## src/rtl/threshold_crossing_detector.sv

```systemverilog
`default_nettype none
// ============================================================================
// Module   : threshold_crossing_detector
// Brief    : Debounced hysteresis monitor on an unsigned sample stream with
//            rise/fall pulses and a saturating rise counter.
//            Optional sticky overflow flag: THRESHOLD_CROSSING_DETECTOR_OVF_EN
// Revision : 1.0 - initial release
// ============================================================================
module threshold_crossing_detector #(
    parameter int WIDTH     = 16,
    parameter int DEBOUNCE  = 4,
    parameter int CNT_WIDTH = 8
) (
    input  logic                 clk,
    input  logic                 rst_n,
    input  logic                 s_valid,
    input  logic [WIDTH-1:0]     s_data,
    input  logic [WIDTH-1:0]     thr_hi,
    input  logic [WIDTH-1:0]     thr_lo,
    input  logic                 clear,
    output logic                 state_hi,
    output logic                 rise,
    output logic                 fall,
    output logic [CNT_WIDTH-1:0] event_cnt,
    output logic                 cfg_err
`ifdef THRESHOLD_CROSSING_DETECTOR_OVF_EN
    ,
    output logic                 cnt_ovf
`endif
);

    localparam int                   c_RUN_W    = $clog2(DEBOUNCE + 1);
    localparam logic [c_RUN_W-1:0]   c_DEBOUNCE = c_RUN_W'(DEBOUNCE);
    localparam logic [CNT_WIDTH-1:0] c_CNT_MAX  = '1;

    localparam logic [1:0] c_ST_LOW     = 2'd0;
    localparam logic [1:0] c_ST_PEND_HI = 2'd1;
    localparam logic [1:0] c_ST_HIGH    = 2'd2;
    localparam logic [1:0] c_ST_PEND_LO = 2'd3;

    logic [1:0]           r_state;
    logic [c_RUN_W-1:0]   r_run;
    logic                 r_state_hi;
    logic                 r_rise;
    logic                 r_fall;
    logic [CNT_WIDTH-1:0] r_event_cnt;
    logic                 r_cfg_err;

    logic                 w_cfg_bad;
    logic                 w_above;
    logic                 w_below;
    logic [c_RUN_W-1:0]   w_run_inc;
    logic [1:0]           w_nxt_state;
    logic [c_RUN_W-1:0]   w_nxt_run;
    logic                 w_rise_evt;
    logic                 w_fall_evt;

    assign w_cfg_bad = (thr_lo > thr_hi);
    assign w_above   = (s_data > thr_hi);
    assign w_below   = (s_data < thr_lo);
    assign w_run_inc = r_run + 1'b1;

    // LOW shares the PEND_HI path: run is 0 there, so DEBOUNCE=1 crosses at once.
    always_comb begin
        w_nxt_state = r_state;
        w_nxt_run   = r_run;
        w_rise_evt  = 1'b0;
        w_fall_evt  = 1'b0;
        if (s_valid && !w_cfg_bad) begin
            case (r_state)
                c_ST_LOW, c_ST_PEND_HI: begin
                    if (w_above) begin
                        if (w_run_inc == c_DEBOUNCE) begin
                            w_nxt_state = c_ST_HIGH;
                            w_nxt_run   = '0;
                            w_rise_evt  = 1'b1;
                        end else begin
                            w_nxt_state = c_ST_PEND_HI;
                            w_nxt_run   = w_run_inc;
                        end
                    end else begin
                        w_nxt_state = c_ST_LOW;
                        w_nxt_run   = '0;
                    end
                end
                default: begin
                    if (w_below) begin
                        if (w_run_inc == c_DEBOUNCE) begin
                            w_nxt_state = c_ST_LOW;
                            w_nxt_run   = '0;
                            w_fall_evt  = 1'b1;
                        end else begin
                            w_nxt_state = c_ST_PEND_LO;
                            w_nxt_run   = w_run_inc;
                        end
                    end else begin
                        w_nxt_state = c_ST_HIGH;
                        w_nxt_run   = '0;
                    end
                end
            endcase
        end
    end

    always_ff @(posedge clk or negedge rst_n) begin
        if (!rst_n) begin
            r_state     <= c_ST_LOW;
            r_run       <= '0;
            r_state_hi  <= 1'b0;
            r_rise      <= 1'b0;
            r_fall      <= 1'b0;
            r_event_cnt <= '0;
            r_cfg_err   <= 1'b0;
        end else if (clear) begin
            r_state     <= c_ST_LOW;
            r_run       <= '0;
            r_state_hi  <= 1'b0;
            r_rise      <= 1'b0;
            r_fall      <= 1'b0;
            r_event_cnt <= '0;
            r_cfg_err   <= 1'b0;
        end else begin
            r_state    <= w_nxt_state;
            r_run      <= w_nxt_run;
            r_state_hi <= (w_nxt_state == c_ST_HIGH) || (w_nxt_state == c_ST_PEND_LO);
            r_rise     <= w_rise_evt;
            r_fall     <= w_fall_evt;
            if (s_valid) begin
                r_cfg_err <= w_cfg_bad;
            end
            if (w_rise_evt && (r_event_cnt != c_CNT_MAX)) begin
                r_event_cnt <= r_event_cnt + 1'b1;
            end
        end
    end

`ifdef THRESHOLD_CROSSING_DETECTOR_OVF_EN
    logic r_cnt_ovf;

    always_ff @(posedge clk or negedge rst_n) begin
        if (!rst_n) begin
            r_cnt_ovf <= 1'b0;
        end else if (clear) begin
            r_cnt_ovf <= 1'b0;
        end else if (w_rise_evt && (r_event_cnt == c_CNT_MAX)) begin
            r_cnt_ovf <= 1'b1;
        end
    end

    assign cnt_ovf = r_cnt_ovf;
`else
    // Saturation is silent in this build.
`endif

    assign state_hi  = r_state_hi;
    assign rise      = r_rise;
    assign fall      = r_fall;
    assign event_cnt = r_event_cnt;
    assign cfg_err   = r_cfg_err;

endmodule
`default_nettype wire

```

## config.mk

```make
export PLATFORM = sky130hd
export DESIGN_NAME = threshold_crossing_detector
export DESIGN_NICKNAME = d
export VERILOG_FILES = /design/src/rtl/threshold_crossing_detector.sv
export SDC_FILE = /design/constraint.sdc
export NUM_CORES = 1
export LEC_CHECK = 0
export CAP_MARGIN = 5
export CORE_MARGIN = 3
export CORE_UTILIZATION = 43
export CTS_CLUSTER_SIZE = 8
export DETAILED_ROUTE_END_ITERATION = 10
export PLACE_DENSITY = 0.77
export SLEW_MARGIN = 20
export SYNTH_ARGS = -nofsm -noshare
export SYNTH_HDL_FRONTEND = slang
export SYNTH_SLANG_ARGS = --single-unit
```

## constraint.sdc

```tcl
create_clock -name clk -period 2.1 [get_ports clk]
set_input_delay 0.63 -clock clk [delete_from_list [all_inputs] [get_ports clk]]
set_output_delay 0.63 -clock clk [all_outputs]
set_load 0.01 [all_outputs]
```

==> results of run 1 <==
[critical path: cells and delay by family]
family / cells / cell delay [ns]
buffers and inverters: 4 / 0.52
and+or+nand+nor: 3 / 0.51
AOI/OAI and AO/OA: 2 / 0.46
muxes: 1 / 0.30
adders and majority gates: 1 / 0.27
[placed cells by master, fill, tap and decap left out, types with 8 or more instances in the layout]
master and n:
sky130_fd_sc_hd__clkdlybuf4s50_1 15, sky130_fd_sc_hd__dfrtp_1 16, sky130_fd_sc_hd__nand4_1 8, sky130_fd_sc_hd__buf_6 24
sky130_fd_sc_hd__buf_2 12, sky130_fd_sc_hd__a21oi_2 8, sky130_fd_sc_hd__ha_1 20, sky130_fd_sc_hd__inv_1 16
sky130_fd_sc_hd__buf_4 63, sky130_fd_sc_hd__a21oi_1 15, sky130_fd_sc_hd__ha_4 29, sky130_fd_sc_hd__nand2_1 8
[flip-flops by register name, summed over array words and instances, names as in the netlist]
| register | flops |
|---|---|
| r_run | 3 |
| rise | 1 |
| event_cnt | 8 |
| r_state | 1 |
| fall | 1 |
| state_hi | 1 |
| cfg_err | 1 |
[cells in the mapped netlist, drive strengths merged (3+ instances only)]
library cell	number
nor4	4
nor2b	5
nor3b	3
o211ai	3
nor2	6
dfrtp	16
nand4	9
a21o	6
nor3	4
o21a	4
nand2	12
o21ai	10
a21oi	23
nand2b	5
or4	4
o31ai	6
ha	50
inv	34
nand3	8
a311oi	3
clkbuf	3
[through the flow]
step                      cells  setup TNS (ns)  area [um2]  hold WS (ns)  utilization [%]
final                       439          -5.526        4054        0.5788            89.40
after global routing        439          -6.864        4054        0.6075            89.40
after CTS                   432          -3.167        3831        0.5492            84.49
after detailed placement    405          -16.39        3241        0.5576            71.47
after global placement      405          -15.73        3241        0.5453            71.47
after floorplan             244          -2.646        2300        0.3344                -
[layout make-up]
class                      instances  area [um2]
multi-input combinational        190        2197
timing repair buffer             131        1156
fill                             171       480.5
sequential                        16       400.4
inverter                          34       177.7
tap                               65       81.33
clock buffer                       3       41.29
[kinds of logic (layout without fill, tap and decap cells)]
kind of cell,Yosys count,after routing,synth area share [%]
compound gates,68,69,22.10
buf+inv,39,168,8.542
fa+ha+maj,50,50,29.87
flops,16,16,19.12
xor+xnor,1,1,0.4182
mux,2,2,1.075
simple gates,68,68,18.88
[repair_timing]
action / in CTS / in global routing
endpoints found under the setup margin: 16 / 16
buffers inserted: 24 / 7
gates cloned: 1 / 0
pin swaps: 62 / 31
resized for setup: 265 / 48
[power by group]
| group | internal [uW] | switching, uW |
|---|---|---|
| combinational | 353 | 338 |
| clock | 127 | 110 |
| sequential | 311 | 2.48 |
[per-layer routing]
layer	global-route usage (%)	part of all wire (%)
met5	0	0
met4	16.31	6.1
met3	3.694	6.9
met2	53.90	51
met1	32.43	36
[worst max-delay path by stage]
stage	from	end
after global placement	thr_hi[11]	event_cnt[7]
final	s_data[6]	event_cnt[2]
after global routing	thr_hi[5]	event_cnt[6]
after CTS	s_data[14]	event_cnt[2]
after floorplan	thr_hi[10]	event_cnt[7]
after detailed placement	thr_hi[11]	event_cnt[7]
==> metrics.txt, run 1 <==
# TYPE chip_impl_metric gauge
chip_impl_metric{name="fmax",unit="GHz"} 0.3940
chip_impl_metric{name="worst_clock_skew",unit="ns"} 0.009215
chip_impl_metric{name="finalMaxSlewViolations",unit=""} 0
chip_impl_info{name="hp-class",value="flip-flop to flip-flop"} 1
chip_impl_metric{name="detail_route.vias_per_cell",unit=""} 6.278
chip_impl_metric{name="grt_start_max_net_pins",unit=""} 17
chip_impl_metric{name="power_per_cell_area",unit="nW/um2"} 306.4
chip_impl_metric{name="yosysUniqueCellTypes",unit=""} 43
chip_impl_metric{name="clk-insertion-delay-late",unit="ns"} 0.26
chip_impl_metric{name="worst_slew_pin_slew",unit="ns"} 0.5744
chip_impl_metric{name="antenna_found_initial",unit=""} 0
chip_impl_metric{name="detailroute.via_count",unit=""} 2756
chip_impl_info{name="rsz0062_at_grt",value="yes"} 1
chip_impl_metric{name="antenna_cells_inserted",unit=""} 0
chip_impl_metric{name="die_h",unit="um"} 75.79
chip_impl_info{name="timing.hold.worst_endpoint",value="r_run[1]"} 1
chip_impl_metric{name="p_leak",unit="uW"} 0.001799
chip_impl_metric{name="setup_violations",unit=""} 16
chip_impl_metric{name="maxCapViolCount",unit=""} 0
chip_impl_metric{name="peakVddDrop",unit="V"} 0.0003692
chip_impl_metric{name="async_reset_ff_share",unit="%"} 100.0
chip_impl_info{name="crit_type",value="primary input to flip-flop"} 1
chip_impl_info{name="synth_top_flop_cell",value="sky130_fd_sc_hd__dfrtp_1"} 1
chip_impl_metric{name="grt_pass1_wl",unit="mm"} 12.83
chip_impl_metric{name="total_die_area",unit="um2"} 5744
chip_impl_info{name="cts-root-buf",value="sky130_fd_sc_hd__clkbuf_8"} 1
chip_impl_metric{name="route.antenna.remaining_nets",unit=""} 0
chip_impl_metric{name="holdBufCountCts",unit=""} 0
chip_impl_metric{name="boundaryPins",unit=""} 64
chip_impl_metric{name="first_global_vias",unit=""} 2772
chip_impl_info{name="cts_tree",value="built"} 1
chip_impl_metric{name="worst_hold_path.num_cells",unit=""} 2
chip_impl_metric{name="flow.area_growth_from_synthesis",unit="%"} 93.55
chip_impl_metric{name="core.rowCount",unit=""} 24
chip_impl_metric{name="layout-drive-gt1-share",unit="%"} 58.02
chip_impl_metric{name="synth_seq_cells",unit=""} 16
chip_impl_metric{name="timing_hold_violations_final",unit=""} 0
chip_impl_metric{name="slew-limit-headroom",unit="%"} 61.59
chip_impl_info{name="post_synth_main_area_contributors",value="sky130_fd_sc_hd__ha_1 (30%), sky130_fd_sc_hd__dfrtp_1 (19%), sky130_fd_sc_hd__inv_1 (6.1%)"} 1
chip_impl_metric{name="yosys_warnings",unit=""} 0
chip_impl_metric{name="detailed_place_hpwl",unit="mm"} 4.884
chip_impl_info{name="worst_r2r_dst",value="event_cnt[0]"} 1
chip_impl_metric{name="cts_buffer_depth",unit=""} 2
chip_impl_info{name="critical_path.reg2reg.startpoint",value="event_cnt[1]"} 1
chip_impl_metric{name="h_tree_lvls",unit=""} 1
chip_impl_metric{name="floorplan.initialDensity",unit="%"} 46.19
chip_impl_metric{name="r2r_slack",unit="ns"} -0.29
chip_impl_metric{name="post-route-min-period",unit="ns"} 2.538
chip_impl_info{name="cp-start-kind",value="primary input"} 1
chip_impl_info{name="hold_path.startpoint",value="r_run[1]"} 1
chip_impl_metric{name="core_region_area",unit="um2"} 4534
chip_impl_metric{name="gpl.final_weighted_congestion",unit=""} 0.8388
chip_impl_metric{name="postSynthAreaPerCell",unit="um2"} 8.584
chip_impl_metric{name="power.total",unit="uW"} 1242
chip_impl_metric{name="timing.final.ws_setup",unit="ns"} -0.4382
chip_impl_metric{name="drt_first_iter_violations",unit=""} 166
chip_impl_metric{name="globalRoute.totalOverflow",unit=""} 0
chip_impl_metric{name="worstPathMaxFanout",unit=""} 2
chip_impl_metric{name="drt_drc_violations_left",unit=""} 0
chip_impl_metric{name="syn_inst",unit=""} 244
chip_impl_metric{name="post-synth-top-area-fraction",unit="%"} 29.87
chip_impl_metric{name="count_of_flip_flops_with_a_built_in_enable_after_synthesis",unit=""} 0
chip_impl_metric{name="buffer_ports.inserted",unit=""} 63
chip_impl_metric{name="drtPass1Iterations",unit=""} 5
chip_impl_info{name="worstSetupEndpointType",value="flip-flop"} 1
chip_impl_metric{name="worst_setup_hold_path_clk_slew",unit="ns"} 0.07
chip_impl_info{name="critical-path-slowest-cell",value="sky130_fd_sc_hd__mux2_4"} 1
chip_impl_metric{name="tritoncts_num_sinks",unit=""} 16
chip_impl_metric{name="nets",unit=""} 478
chip_impl_metric{name="place_worst_setup_slack",unit="ns"} -1.149
chip_impl_info{name="outcome",value="complete, but fails checks"} 1
chip_impl_metric{name="detail_route.wl_per_cell",unit="um"} 23.53
chip_impl_metric{name="min_period_over_period",unit="%"} 120.9
chip_impl_metric{name="critical_path_required",unit="ns"} 2.24
chip_impl_info{name="violations",value="setup timing"} 1
chip_impl_metric{name="crit_path_max_incr_delay",unit="ns"} 0.30
chip_impl_metric{name="sequential_to_total_area_share_from_yosys_stat",unit="%"} 19.12
chip_impl_metric{name="data_arrival_at_the_endpoint_of_the_critical_path",unit="ns"} 2.68
chip_impl_metric{name="synth_nets",unit=""} 346
chip_impl_metric{name="worstRegToRegCells",unit=""} 9
chip_impl_metric{name="chipWidth",unit="um"} 75.79
chip_impl_info{name="synth_largest_area_cell",value="sky130_fd_sc_hd__ha_1"} 1
chip_impl_metric{name="cts_inserted_buffers",unit=""} 3
chip_impl_metric{name="wl",unit="mm"} 10.33
chip_impl_metric{name="grt.total_usage",unit="%"} 29.44
chip_impl_info{name="crit_path_cell_chain",value="buf_8 > ha_4 > nand4_1 > buf_4 > nor3_4 > o21a_2 > buf_12 > buf_6 > o31a_1 > nand3_4 > mux2_4"} 1
chip_impl_metric{name="synth_area",unit="um2"} 2095
(Power assumes the default switching activity.)
==> run 2, diff against run 1 <==
--- a/config.mk
+++ b/config.mk
@@ -10,7 +10,7 @@
 export CORE_UTILIZATION = 43
 export CTS_CLUSTER_SIZE = 8
 export DETAILED_ROUTE_END_ITERATION = 10
-export PLACE_DENSITY = 0.77
+export PLACE_DENSITY_LB_ADDON = 0.15
 export SLEW_MARGIN = 20
 export SYNTH_ARGS = -nofsm -noshare
 export SYNTH_HDL_FRONTEND = slang
==> metrics.txt, run 2 (synthesis gave the netlist of run 1 again) <==
# TYPE chip_impl_metric gauge
chip_impl_metric{name="data_arrival_at_the_endpoint_of_the_critical_path",unit="ns"} 2.91
chip_impl_metric{name="drt_first_iter_violations",unit=""} 312
chip_impl_info{name="outcome",value="complete, but fails checks"} 1
chip_impl_metric{name="power.share.combinational",unit="%"} 56.4
chip_impl_metric{name="nets",unit=""} 498
chip_impl_metric{name="tritoncts_num_sinks",unit=""} 16
chip_impl_metric{name="worstPathMaxFanout",unit=""} 6
chip_impl_metric{name="largest_register_ff_count",unit=""} 8
chip_impl_metric{name="power_per_cell_area",unit="nW/um2"} 323.5
chip_impl_metric{name="critical_path_required",unit="ns"} 2.28
chip_impl_metric{name="drtPass1Iterations",unit=""} 7
chip_impl_metric{name="flow.area_growth_from_synthesis",unit="%"} 104.4
chip_impl_metric{name="worst_clock_skew",unit="ns"} 0.002126
chip_impl_metric{name="die_h",unit="um"} 75.79
chip_impl_metric{name="boundaryPins",unit=""} 64
chip_impl_metric{name="route.antenna.remaining_nets",unit=""} 0
chip_impl_metric{name="total_die_area",unit="um2"} 5744
chip_impl_metric{name="place_worst_setup_slack",unit="ns"} -1.269
chip_impl_metric{name="first_global_vias",unit=""} 2945
chip_impl_metric{name="buffer_ports.inserted",unit=""} 63
chip_impl_metric{name="antenna_found_initial",unit=""} 0
chip_impl_metric{name="worst_setup_hold_path_clk_slew",unit="ns"} 0.07
chip_impl_info{name="cts-root-buf",value="sky130_fd_sc_hd__clkbuf_8"} 1
chip_impl_metric{name="grt_start_max_net_pins",unit=""} 17
chip_impl_metric{name="post_dp_area",unit="um2"} 3278
chip_impl_metric{name="drt_drc_violations_left",unit=""} 0
chip_impl_info{name="final_cell_mix",value="sky130_fd_sc_hd__buf_4 (73), sky130_fd_sc_hd__ha_4 (29), sky130_fd_sc_hd__buf_6 (24)"} 1
chip_impl_metric{name="layout-drive-gt1-share",unit="%"} 61.52
chip_impl_info{name="violations",value="setup timing"} 1
chip_impl_metric{name="core_region_area",unit="um2"} 4534
chip_impl_metric{name="core.rowCount",unit=""} 24
chip_impl_metric{name="peakVddDrop",unit="V"} 0.0004933
chip_impl_metric{name="detailed_place_hpwl",unit="mm"} 5.072
chip_impl_metric{name="net-switching-power",unit="uW"} 515.3
chip_impl_info{name="cp-startpoint",value="thr_hi[11]"} 1
chip_impl_metric{name="grt.total_usage",unit="%"} 32.18
chip_impl_metric{name="wl",unit="mm"} 12.62
chip_impl_info{name="worstSetupEndpointType",value="flip-flop"} 1
chip_impl_metric{name="utilization",unit="%"} 94.43
chip_impl_metric{name="setup_violations",unit=""} 16
chip_impl_metric{name="timing.final.ws_setup",unit="ns"} -0.6244
chip_impl_metric{name="cts_inserted_buffers",unit=""} 3
chip_impl_metric{name="maxCapViolCount",unit=""} 0
chip_impl_info{name="crit_type",value="primary input to flip-flop"} 1
chip_impl_metric{name="chipWidth",unit="um"} 75.79
chip_impl_metric{name="pwr-share-clk",unit="%"} 20.9
chip_impl_metric{name="seq_power_share",unit="%"} 22.7
chip_impl_metric{name="r2r_slack",unit="ns"} -0.38
chip_impl_metric{name="timing_hold_violations_final",unit=""} 0
chip_impl_info{name="critical_path.reg2reg.startpoint",value="r_run[0]"} 1
chip_impl_info{name="critPathCapture",value="event_cnt[1]"} 1
chip_impl_info{name="cp-start-kind",value="primary input"} 1
chip_impl_info{name="hp-class",value="flip-flop to flip-flop"} 1
chip_impl_metric{name="cts_buffer_depth",unit=""} 2
chip_impl_metric{name="min_period_over_period",unit="%"} 129.7
chip_impl_metric{name="fmax",unit="GHz"} 0.3671
chip_impl_metric{name="floorplan.initialDensity",unit="%"} 46.19
chip_impl_metric{name="clk-insertion-delay-late",unit="ns"} 0.26
chip_impl_metric{name="worstRegToRegCells",unit=""} 7
chip_impl_metric{name="post-route-min-period",unit="ns"} 2.724
chip_impl_metric{name="final_design_area_no_fill",unit="um2"} 4282
chip_impl_metric{name="globalRoute.totalOverflow",unit=""} 0
chip_impl_metric{name="finalMaxSlewViolations",unit=""} 0
chip_impl_info{name="layout.cells.most_common",value="sky130_fd_sc_hd__buf_4"} 1
chip_impl_metric{name="detail_route.wl_per_cell",unit="um"} 27.43
chip_impl_info{name="rsz0062_at_grt",value="yes"} 1
chip_impl_metric{name="h_tree_lvls",unit=""} 1
chip_impl_metric{name="power_report.internal_total",unit="uW"} 869.8
chip_impl_metric{name="antenna_cells_inserted",unit=""} 0
chip_impl_metric{name="holdBufCountCts",unit=""} 0
chip_impl_metric{name="p_leak",unit="uW"} 0.001930
chip_impl_metric{name="detailroute.via_count",unit=""} 3028
chip_impl_metric{name="detail_route.vias_per_cell",unit=""} 6.583
chip_impl_info{name="worst_r2r_dst",value="event_cnt[6]"} 1
chip_impl_metric{name="grt_pass1_wl",unit="mm"} 13.84
chip_impl_metric{name="gpl.final_weighted_congestion",unit=""} 0.8528
chip_impl_metric{name="power_switching_share",unit="%"} 37.20
chip_impl_info{name="cts_tree",value="built"} 1
chip_impl_metric{name="slew-limit-headroom",unit="%"} 63.64
chip_impl_metric{name="worst_slew_pin_slew",unit="ns"} 0.5437
chip_impl_metric{name="power.total",unit="uW"} 1385
==> run 2: cell types whose count changed in the layout (fill, tap and decap cells not counted), sizes merged <==
cell           previous run  this run
buf                     106       118
o31ai                     7         6
clkdlybuf4s15             4        11
clkbuf                    4         7
==> run 2: power groups by stage <==
stage | combinational, uW | sequential, uW | clock, uW
floorplan | 233 | 320 | 0
detailed placement | 462 | 319 | 0
finish | 781 | 314 | 290
CTS | 602 | 314 | 278
global route | 811 | 314 | 289
global placement | 445 | 319 | 0
==> run 2: final cells by class <==
cell class	count	area, um2
Tap cell	65	81.33
Multi-Input combinational cell	189	2282
Inverter	34	160.2
Clock buffer	4	55.05
Fill cell	116	252.7
Timing Repair Buffer	152	1303
Sequential cell	16	400.4
==> run 2: critical path, stage by stage <==
cell and delay [ns]:
sky130_fd_sc_hd__buf_8 0.09, sky130_fd_sc_hd__inv_12 0.03, sky130_fd_sc_hd__ha_4 0.27, sky130_fd_sc_hd__nand4_1 0.24
sky130_fd_sc_hd__nor4_4 0.39, sky130_fd_sc_hd__nand4_1 0.30, sky130_fd_sc_hd__o31ai_2 0.22, sky130_fd_sc_hd__buf_4 0.26
sky130_fd_sc_hd__buf_6 0.11, sky130_fd_sc_hd__buf_6 0.09, sky130_fd_sc_hd__nand3_1 0.10, sky130_fd_sc_hd__a21oi_1 0.16
==> run 2: metrics by stage <==
step,hold WS (ns),TNS (ns),std cells
after global routing,0.6219,-9.536,460
after detailed placement,0.5595,-17.28,410
after CTS,0.5567,-3.975,450
final,0.6293,-8.988,460
after floorplan,0.3344,-2.646,244
after global placement,0.5541,-16.25,410
==> run 2: what timing repair did <==
| item | in CTS | in global routing |
|---|---|---|
| setup endpoints to repair | 16 | 16 |
| gates resized for setup | 246 | 52 |
| pin swaps | 64 | 40 |
| setup buffers | 37 | 11 |
==> run 2: how the worst min path moves through the flow <==
stage / startpoint / to / slack (ns) / cells after the start
5_1_grt: cfg_err / cfg_err / 0.62 / 2
6_report: cfg_err / cfg_err / 0.63 / 2
3_5_place_dp: cfg_err / cfg_err / 0.56 / 2
4_1_cts: cfg_err / cfg_err / 0.56 / 2
3_3_place_gp: cfg_err / cfg_err / 0.55 / 2
2_1_floorplan: rst_n / cfg_err / 0.33 / 0
==> run 2: routing by layer <==
layer	GRT usage (%)	wire length, um
met2	57.51	5974
met5	0	0
met1	33.47	4257
met4	23.50	1086
met3	5.409	1300
==> run 3, diff against run 2 <==
--- a/config.mk
+++ b/config.mk
@@ -10,6 +10,8 @@
 export CORE_UTILIZATION = 43
 export CTS_CLUSTER_SIZE = 8
 export DETAILED_ROUTE_END_ITERATION = 10
+export GPL_TIMING_DRIVEN = 0
+export HOLD_SLACK_MARGIN = 0.02
 export PLACE_DENSITY_LB_ADDON = 0.15
 export SLEW_MARGIN = 20
 export SYNTH_ARGS = -nofsm -noshare
==> metrics.txt, run 3 (synthesis gave the netlist of run 1 again) <==
# TYPE chip_impl_metric gauge
chip_impl_metric{name="drt_first_iter_violations",unit=""} 109
chip_impl_metric{name="holdBufCountCts",unit=""} 0
chip_impl_metric{name="worst_clock_skew",unit="ns"} 0.001805
chip_impl_metric{name="min_period_over_period",unit="%"} 122.2
chip_impl_metric{name="seq_power_share",unit="%"} 27.6
chip_impl_info{name="cp-start-kind",value="primary input"} 1
chip_impl_metric{name="nets",unit=""} 439
chip_impl_metric{name="power.share.combinational",unit="%"} 47.1
chip_impl_metric{name="first_global_vias",unit=""} 2340
chip_impl_metric{name="clk-insertion-delay-late",unit="ns"} 0.26
chip_impl_metric{name="cts_buffer_depth",unit=""} 2
chip_impl_metric{name="power_per_cell_area",unit="nW/um2"} 316.3
chip_impl_metric{name="finalSetupTns",unit="ns"} -5.735
chip_impl_metric{name="detail_route.vias_per_cell",unit=""} 5.661
chip_impl_metric{name="timing_hold_violations_final",unit=""} 0
chip_impl_metric{name="antenna_found_initial",unit=""} 0
chip_impl_metric{name="h_tree_lvls",unit=""} 1
chip_impl_metric{name="final_design_area_no_fill",unit="um2"} 3595
chip_impl_metric{name="core_region_area",unit="um2"} 4534
chip_impl_info{name="rsz0062_at_grt",value="yes"} 1
chip_impl_metric{name="utilization",unit="%"} 79.28
chip_impl_metric{name="critical_path_required",unit="ns"} 2.26
chip_impl_metric{name="finalMaxSlewViolations",unit=""} 0
chip_impl_metric{name="maxCapViolCount",unit=""} 0
chip_impl_metric{name="grt_pass1_wl",unit="mm"} 10.91
chip_impl_metric{name="total_die_area",unit="um2"} 5744
chip_impl_metric{name="timing.final.ws_setup",unit="ns"} -0.4663
chip_impl_metric{name="power_report.internal_total",unit="uW"} 745.0
chip_impl_metric{name="grt.total_usage",unit="%"} 24.71
chip_impl_info{name="layout.cells.most_common",value="sky130_fd_sc_hd__ha_1"} 1
chip_impl_metric{name="drtPass1Iterations",unit=""} 4
chip_impl_metric{name="data_arrival_at_the_endpoint_of_the_critical_path",unit="ns"} 2.72
chip_impl_metric{name="wl",unit="mm"} 6.854
chip_impl_info{name="worstSetupEndpointType",value="flip-flop"} 1
chip_impl_metric{name="slew-limit-headroom",unit="%"} 50.73
chip_impl_info{name="crit_type",value="primary input to flip-flop"} 1
chip_impl_metric{name="globalRoute.totalOverflow",unit=""} 0
chip_impl_metric{name="buffer_ports.inserted",unit=""} 63
chip_impl_metric{name="grt_start_max_net_pins",unit=""} 17
chip_impl_metric{name="detail_route.wl_per_cell",unit="um"} 17.09
chip_impl_info{name="final_cell_mix",value="sky130_fd_sc_hd__ha_1 (28), sky130_fd_sc_hd__ha_4 (22), sky130_fd_sc_hd__buf_4 (22)"} 1
chip_impl_metric{name="setup_violations",unit=""} 16
chip_impl_metric{name="layout-drive-gt1-share",unit="%"} 46.43
chip_impl_metric{name="flow.area_growth_from_synthesis",unit="%"} 71.62
chip_impl_metric{name="detailroute.via_count",unit=""} 2270
chip_impl_metric{name="worst_setup_hold_path_clk_slew",unit="ns"} 0.07
chip_impl_metric{name="floorplan.initialDensity",unit="%"} 46.19
chip_impl_metric{name="n_fill_cell",unit=""} 285
chip_impl_metric{name="power_switching_share",unit="%"} 34.47
chip_impl_metric{name="drt_drc_violations_left",unit=""} 0
chip_impl_metric{name="largest_register_ff_count",unit=""} 8
chip_impl_info{name="cts_tree",value="built"} 1
chip_impl_metric{name="post-route-min-period",unit="ns"} 2.566
chip_impl_metric{name="cts_inserted_buffers",unit=""} 3
chip_impl_metric{name="gpl.final_weighted_congestion",unit=""} 0.8164
chip_impl_metric{name="hold_slack",unit="ns"} 0.5754
chip_impl_metric{name="core.rowCount",unit=""} 24
chip_impl_metric{name="worst_slew_pin_slew",unit="ns"} 0.7367
chip_impl_metric{name="route.antenna.remaining_nets",unit=""} 0
chip_impl_metric{name="peakVddDrop",unit="V"} 0.0003550
chip_impl_metric{name="detailed_place_hpwl",unit="mm"} 4.384
chip_impl_metric{name="boundaryPins",unit=""} 64
chip_impl_info{name="cts-root-buf",value="sky130_fd_sc_hd__clkbuf_8"} 1
chip_impl_metric{name="tritoncts_num_sinks",unit=""} 16
chip_impl_metric{name="die_h",unit="um"} 75.79
chip_impl_metric{name="worstPathMaxFanout",unit=""} 8
chip_impl_metric{name="fmax",unit="GHz"} 0.3897
chip_impl_metric{name="antenna_cells_inserted",unit=""} 0
chip_impl_metric{name="post_dp_area",unit="um2"} 3012
chip_impl_info{name="hp-class",value="flip-flop to flip-flop"} 1
chip_impl_metric{name="net-switching-power",unit="uW"} 391.8
chip_impl_metric{name="chipWidth",unit="um"} 75.79
chip_impl_metric{name="p_leak",unit="uW"} 0.001604
chip_impl_info{name="violations",value="setup timing"} 1
chip_impl_info{name="outcome",value="complete, but fails checks"} 1
chip_impl_metric{name="pwr-share-clk",unit="%"} 25.3
run 3: cell types whose count changed in the layout (fill, tap and decap cells not counted), sizes merged:
cell,before,now
buf,118,46
clkbuf,7,16
clkdlybuf4s15,11,8
clkdlybuf4s50,15,14
dlygate4sd2,5,13
run 3: power by group through the flow:
stage | clock (uW) | sequential, uW | combinational, uW
6_report | 287 | 314 | 536
5_1_grt | 310 | 314 | 586
4_1_cts | 293 | 314 | 487
3_5_place_dp | 0 | 320 | 416
3_3_place_gp | 0 | 320 | 409
2_1_floorplan | 0 | 320 | 233
run 3: area by class of cell:
cell class / instances / area [um2] / share of cell area (%)
inverter: 34 / 157.7 / 4.386
multi-input combinational: 189 / 2097 / 58.34
sequential: 16 / 400.4 / 11.14
buffer: 5 / 63.81 / 1.775
clock buffer: 4 / 55.05 / 1.531
tap: 65 / 81.33 / 2.262
timing repair buffer: 88 / 739.5 / 20.57
run 3: routing by layer:
metal  track usage, %  up-vias  wire length [um]  part of all wire [%]
met1            29.54     1093              2793                    41
met3            2.639       11               233                   3.4
met5                0        -                 0                     0
met4            9.320        0               110                   1.6
met2            44.96       73              3717                    54
li1                 -     1093                 -                     -
run 3: worst max-delay path: stages:
cell,delay [ns]
sky130_fd_sc_hd__buf_6,0.10
sky130_fd_sc_hd__ha_4,0.28
sky130_fd_sc_hd__nand4_4,0.14
sky130_fd_sc_hd__buf_12,0.16
sky130_fd_sc_hd__nor4_4,0.30
sky130_fd_sc_hd__a21boi_2,0.24
sky130_fd_sc_hd__o31a_1,0.38
sky130_fd_sc_hd__clkbuf_8,0.23
sky130_fd_sc_hd__o21ai_2,0.05
sky130_fd_sc_hd__a31o_2,0.19
run 3: what timing repair did:
item,4_1_cts,5_1_grt
pin swaps,62,23
cloned,2,0
endpoints found under the setup margin,16,16
gates resized for setup,190,38
buffers inserted,18,7
run 3: path summary, 6_finish.rpt:
kind,startpoint,endpoint,slack [ns],cells past startpoint
max,thr_lo[15],r_run[2],-0.47,10
min,r_run[0],r_run[0],0.58,2
max reg2reg,event_cnt[0],event_cnt[5],-0.37,8
min reg2reg,r_run[0],r_run[0],0.58,2
max in group asynchronous,rst_n,event_cnt[4],0.83,1
min in group asynchronous,rst_n,event_cnt[5],0.80,1
run 3: metrics by stage:
stage | setup slack [ns] | power, uW | std cells
5_1_grt | -0.5097 | 1210 | 401
3_3_place_gp | -1.104 | 728.6 | 372
3_5_place_dp | -1.131 | 736.3 | 372
2_1_floorplan | -0.2638 | 552.6 | 244
4_1_cts | -0.3955 | 1095 | 396
6_report | -0.4663 | 1137 | 401
